File: src/rtl/mssd_frame_rx.sv
// rtl/mssd_frame_rx.sv - serial frame receiver: start, address, data, optional even parity, stop
module mssd_frame_rx #(
    parameter int CH_W      = 2,
    parameter int DATA_W    = 4,
    parameter int PARITY_EN = 1
) (
    input  logic              clk,
    input  logic              rst,
    input  logic              sin,
    output logic [DATA_W-1:0] p,
    output logic [CH_W-1:0]   d,
    output logic              outva,
    output logic              err
);

    localparam int MAX_W = (CH_W > DATA_W) ? CH_W : DATA_W;
    localparam int CNT_W = $clog2(MAX_W) + 1;

    typedef enum logic [2:0] {
        S_IDLE,
        S_ADDR,
        S_DATA,
        S_PAR,
        S_STOP,
        S_WAIT1
    } state_t;

    state_t            state;
    state_t            state_nx;
    logic [CNT_W-1:0]  cnt;
    logic [CH_W-1:0]   addr_sr;
    logic [DATA_W-1:0] data_sr;
    logic              par_bit;
    logic              addr_last;
    logic              data_last;
    logic              parity_ok;
    logic              frame_good;
    logic              frame_bad;

    assign addr_last = (cnt == CNT_W'(CH_W - 1));
    assign data_last = (cnt == CNT_W'(DATA_W - 1));
    assign parity_ok = (PARITY_EN == 0) || ((^data_sr) == par_bit);

    always_ff @(posedge clk or posedge rst) begin
        if (rst) begin
            state <= S_IDLE;
        end else begin
            state <= state_nx;
        end
    end

    always_comb begin
        state_nx = state;
        case (state)
            S_IDLE:  if (!sin) state_nx = S_ADDR;
            S_ADDR:  if (addr_last) state_nx = S_DATA;
            S_DATA:  if (data_last) state_nx = (PARITY_EN != 0) ? S_PAR : S_STOP;
            S_PAR:   state_nx = S_STOP;
            // A low stop bit must not be mistaken for the next start bit.
            S_STOP:  state_nx = sin ? S_IDLE : S_WAIT1;
            S_WAIT1: if (sin) state_nx = S_IDLE;
            default: state_nx = S_IDLE;
        endcase
    end

    always_comb begin
        frame_good = 1'b0;
        frame_bad  = 1'b0;
        if (state == S_STOP) begin
            frame_good = sin && parity_ok;
            frame_bad  = !(sin && parity_ok);
        end
    end

    // Counter restarts on every state change so each field counts from zero.
    always_ff @(posedge clk or posedge rst) begin
        if (rst) begin
            cnt     <= '0;
            addr_sr <= '0;
            data_sr <= '0;
            par_bit <= 1'b0;
        end else begin
            cnt <= (state_nx != state) ? '0 : cnt + 1'b1;
            if (state == S_ADDR) addr_sr <= (addr_sr << 1) | CH_W'(sin);
            if (state == S_DATA) data_sr <= (data_sr << 1) | DATA_W'(sin);
            if (state == S_PAR)  par_bit <= sin;
        end
    end

    always_ff @(posedge clk or posedge rst) begin
        if (rst) begin
            p     <= '0;
            d     <= '0;
            outva <= 1'b0;
            err   <= 1'b0;
        end else begin
            outva <= frame_good;
            err   <= frame_bad;
            if (frame_good) begin
                p <= data_sr;
                d <= addr_sr;
            end
        end
    end

endmodule

File: config.mk
export PLATFORM = sky130hd
export DESIGN_NAME = mssd_frame_rx
export DESIGN_NICKNAME = d
export VERILOG_FILES = /design/src/rtl/mssd_frame_rx.sv
export SDC_FILE = /design/constraint.sdc
export NUM_CORES = 1
export LEC_CHECK = 0
export BUFFER_PORTS_ARGS = -buffer_cell sky130_fd_sc_hd__buf_2
export CAP_MARGIN = 0
export CORE_MARGIN = 3
export CORE_UTILIZATION = 58
export CTS_BUF_LIST = sky130_fd_sc_hd__clkbuf_2 sky130_fd_sc_hd__clkbuf_4 sky130_fd_sc_hd__clkbuf_8
export CTS_CLUSTER_DIAMETER = 30
export DETAILED_ROUTE_END_ITERATION = 7
export GPL_TIMING_DRIVEN = 0
export PLACE_DENSITY_LB_ADDON = 0.2
export SYNTH_ARGS = -nofsm -noshare
export SYNTH_HDL_FRONTEND = slang
export SYNTH_SLANG_ARGS = --single-unit
File: constraint.sdc
create_clock -name clk -period 1.9 [get_ports clk]
set_input_delay 0 -clock clk [delete_from_list [all_inputs] [get_ports clk]]
set_output_delay 0 -clock clk [all_outputs]
set_load 0.02 [all_outputs]
# [Word level (Yosys, flattened, before mapping)]
# Cells that the tools add are included.
# Widths: inputs -> output; s select.
[classes] add_sub_neg=1 eq_ne=9 n_mux=9 bitwise_logic=2 reduce_logical=4
[ops] cell="$mux 3" n=6
[ops] cell="$pmux 3 s6" n=1
[ops] cell="$eq 3x2->1 const B" n=3
[ops] cell="$eq 3x1->1 const B" n=2
[ops] cell="$eq 3x3->1 const B" n=2
[ops] cell="$or 4x1->4" n=1
[ops] cell="$reduce_xor 4->1" n=1
[ops] cell="$add 3x1->3 const B" n=1
[ops] cell="$logic_not 3->1" n=1
[ops] cell="$ne 3x3->1" n=1
[ops] cell="$mux 1" n=2
[ops] cell="$or 2x1->2" n=1
[ops] cell="$eq 1x1->1" n=1
[ops] cell="$logic_and 1x1->1" n=1
[ops] cell="$logic_not 1->1" n=1
[totals] reg_bits=21 in_bits=3 out_inout_bits=8 word_cells=34

# [Logic depth before layout (Yosys ltp)]
[depth] depth_word=5 ltp_mapped=6 mapped_depth_nobuf=6

# [Worst setup path before layout]
# OpenSTA, ideal clock, no wires.
[synth_path] path_type="register to register" from="register data_sr[3]" to="register d[0]" setup_time_ns=0.125 arrival_time_ns=1.475 required_time_ns=1.775 setup_slack_ns=0.300 path_stages_with_launch=5 path_buffers=0 period_less_slack_ns=1.600 cell_sequence="dfrtp_1 xnor2_1 xnor3_1 nand2_4 mux2_4"
[synth_between] elab_chain_len=4
[synth_rtl] item="start: declaration" line="32" rtl="logic [DATA_W-1:0] data_sr;"
[synth_rtl] item="start signal: assignment" line="85" rtl="if (state == S_DATA) data_sr <= (data_sr << 1) | DATA_W'(sin);"
[synth_rtl] item="$reduce_xor 4->1" line="42" rtl="assign parity_ok = (PARITY_EN == 0) || ((^data_sr) == par_bit);"
[synth_rtl] item="$eq 1x1->1" line="42"
[synth_rtl] item="$logic_and 1x1->1" line="70" rtl="frame_good = sin && parity_ok;"
[synth_rtl] item="$mux 1" line="69" rtl="if (state == S_STOP) begin"
[synth_rtl] item="end signal: assignment" line="101" rtl="d <= addr_sr;"
[synth_rtl] item="end: declaration" line="11" rtl="output logic [CH_W-1:0] d,"
# Every way passes these cells.
# A chain may end at the register's enable or synchronous reset.

# [Worst setup path after layout]
[layout_path] from="register data_sr[3]" to="register d[1]"
# The elaborated chain is that of the path after synthesis.

==> summary.txt <==
Top-area cell type share of the netlist area -> 0.541
Pwr Density -> 1630 nW/um2
Final hold vios -> 0
Vias in the first global route -> 551
Share of layout cells above drive strength 1 -> 0.292
Final Cell Area -> 1100 um2
Area grow syn2layout -> 12.9%
Dominant cell type by area after synthesis -> dfrtp_1
Most numerous cell in the Yosys netlist -> dfrtp_1
Via count -> 609
Routed length per instance -> 13.0 um
Asr flop ratio synth -> 1.00
Total grt overflow -> 0
Final worst slack -> 0.164 ns
Post-Place Setup Slack -> 0.138 ns
Element type at the critical path end -> register
Clock sinks -> 21
Leakage -> 0.561 nW
Max-Cap Viols -> 0
Clock root cell -> clkbuf_4
Register area share after synthesis -> 0.541
Drt drc -> 0
CP arrival -> 1.93 ns
CTS clk-pin slew, worst paths -> 0.11 ns
Clk_lat worst skew -> 0.30 ns
Global Route Usage Sum -> 0.156
Fillcell total -> 116
Clk buf depth -> 2
CTS tree -> done
CTS Buf Count -> 3
Area after DPL -> 1040 um2
I/O Pins -> 11
RSZ-0062 raised after global routing -> no
Post-synth top cells -> 21 x dfrtp_1, 7 x inv_1, 6 x nor2b_1, 6 x o21ai_0
Final Power -> 1.79 mW
Row cnt -> 14
IO Port Bufs -> 10
Peak VDD IR -> 1250 uV
HPWL Detailed -> 1040 um
CTS HTree Levels -> 1
Largest net degree at the start of global routing -> 22
Routed via count divided by cell count -> 5.44
Ranking of synthesized cells by area -> dfrtp_1 54%, mux2_4 7.7%, mux2_2 5.8%, ha_1 3.9%, nor2b_1 3.9%
Final std cells w/o fill -> 112
Crit share post-route -> 0.913
Final core utilization -> 0.712
Hold WS -> 0.368 ns
Critical path class -> reg2reg
Post-Syn Nets -> 86
DP Cell Count -> 106
Die area -> 2200 um2
Wirelength, routed -> 1460 um
Status -> finished, final reports clean
CORE AREA -> 1540 um2
Initial DRC Count -> 1
Final Max Slew Viols -> 0
ANT nets after route -> 0
Global-route wire length before repair -> 2420 um
Post-Syn Area per Cell -> 12.2 um2
Setup repair bufs after CTS -> 0
R2R Setup Slk -> 0.16 ns
Synth Register Bits -> 21
Setup_tns -> 0 ns
WP data required -> 2.09 ns
Final Setup Violations -> 0
Worst-Margin Slew -> 0.763 ns
Ys flop type -> dfrtp_1
Syn. warnings -> 0
Period minus WS final -> 1.74 ns
Final GP Congestion -> 0.776
Initial antenna violation count -> 0
Initial DRT Pass Iterations -> 3
Antenna Diode Count -> 0
Initial Util -> 0.631
Cells after Synth -> 80
Die H -> 46.9 um
Crit start category -> register
Fmax -> 0.576 GHz
Setup Skew -> 0.00113 ns
Synthesized cell area -> 972 um2
CP Max Fanout -> 6
Nets@finish -> 103
Distinct cells, synth -> 25
EDFF count, synth -> 0
Slew HR -> 0.491
Die W -> 46.9 um
Min-delay worst type -> in2async
[path summary, 6_finish.rpt]
check / start / to / depth (start not counted)
worst max-delay path: data_sr[3] / d[1] / 4
worst min-delay path: rst / outva / 3
worst max register to register: data_sr[3] / d[1] / 4
worst min register to register: cnt[0] / cnt[0] / 1
max in group asynchronous: rst / cnt[0] / 3
min in group clk: cnt[0] / cnt[0] / 1
[area by class of cell]
class                           instances  area, um2  area share
Sequential cell                        21        526       0.479
Inverter                                7       26.3      0.0239
Timing Repair Buffer                   12       70.1      0.0639
Tap cell                               16       20.0      0.0182
Buffer                                  2       8.76     0.00798
Clock buffer                            4       30.0      0.0274
Multi-Input combinational cell         50        417       0.380
[cell families after synthesis]
group,Yosys count,synth area share
muxes,10,0.135
and+or+nand+nor,21,0.125
xor gates and xnor gates,4,0.0502
buffers and inverters,9,0.0360
DFF,21,0.541
adders and majority gates,3,0.0386
AOI/OAI and AO/OA,12,0.0747
[routing by layer]
layer / track usage / wire (um) / vias up
met5: 0 / 0 / -
met1: 0.198 / 721 / 290
met4: 0.0497 / 17 / 0
met3: 0.0345 / 52 / 3
li1: - / - / 302
met2: 0.263 / 668 / 14
[layout by cell type, fill, tap and decap left out]
cell type      count
mux2_2             5
nor3_2             1
inv_1              7
nand2_4            1
o21ai_0            6
nand3b_1           1
a21oi_1            2
a31oi_1            1
nor2b_1            6
buf_2             11
nor3_1             1
xnor2_1            2
xor2_1             1
clkbuf_1           1
nor2_1             3
clkbuf_4           4
nand2b_1           2
nand2_1            5
ha_1               3
dlygate4sd3_1      2
o41ai_1            1
a211oi_1           1
xnor3_1            1
nor3b_2            1
o32a_1             1
mux2_4             5
dfrtp_1           21
[critical path: stages (launching register included)]
cell and delay [ns]:
dfrtp_1 0.42, xnor2_1 0.30, xnor3_1 0.43, nand2_4 0.16, mux2_4 0.31
[power breakdown]
group	total [mW]	internal (mW)	leakage, nW	switching (mW)
registers	0.743	0.622	0.271	0.121
clock network	0.226	0.0960	0.0184	0.130
logic	0.823	0.409	0.272	0.414
total	1.79	1.13	0.561	0.665
[state kept, by name, indices dropped and copies added (netlist names), 2 cells and up]
signal / count
data_sr: 4
p: 4
cnt: 3
state: 3
addr_sr: 2
d: 2
[timing repair]
item	4_1_cts	5_1_grt
hold endpoints to repair	23	0
endpoints found under the setup margin	0	3
gates resized for setup	0	1
hold buffers	2	0
Note: power is estimated with default switching activity, not from simulation.
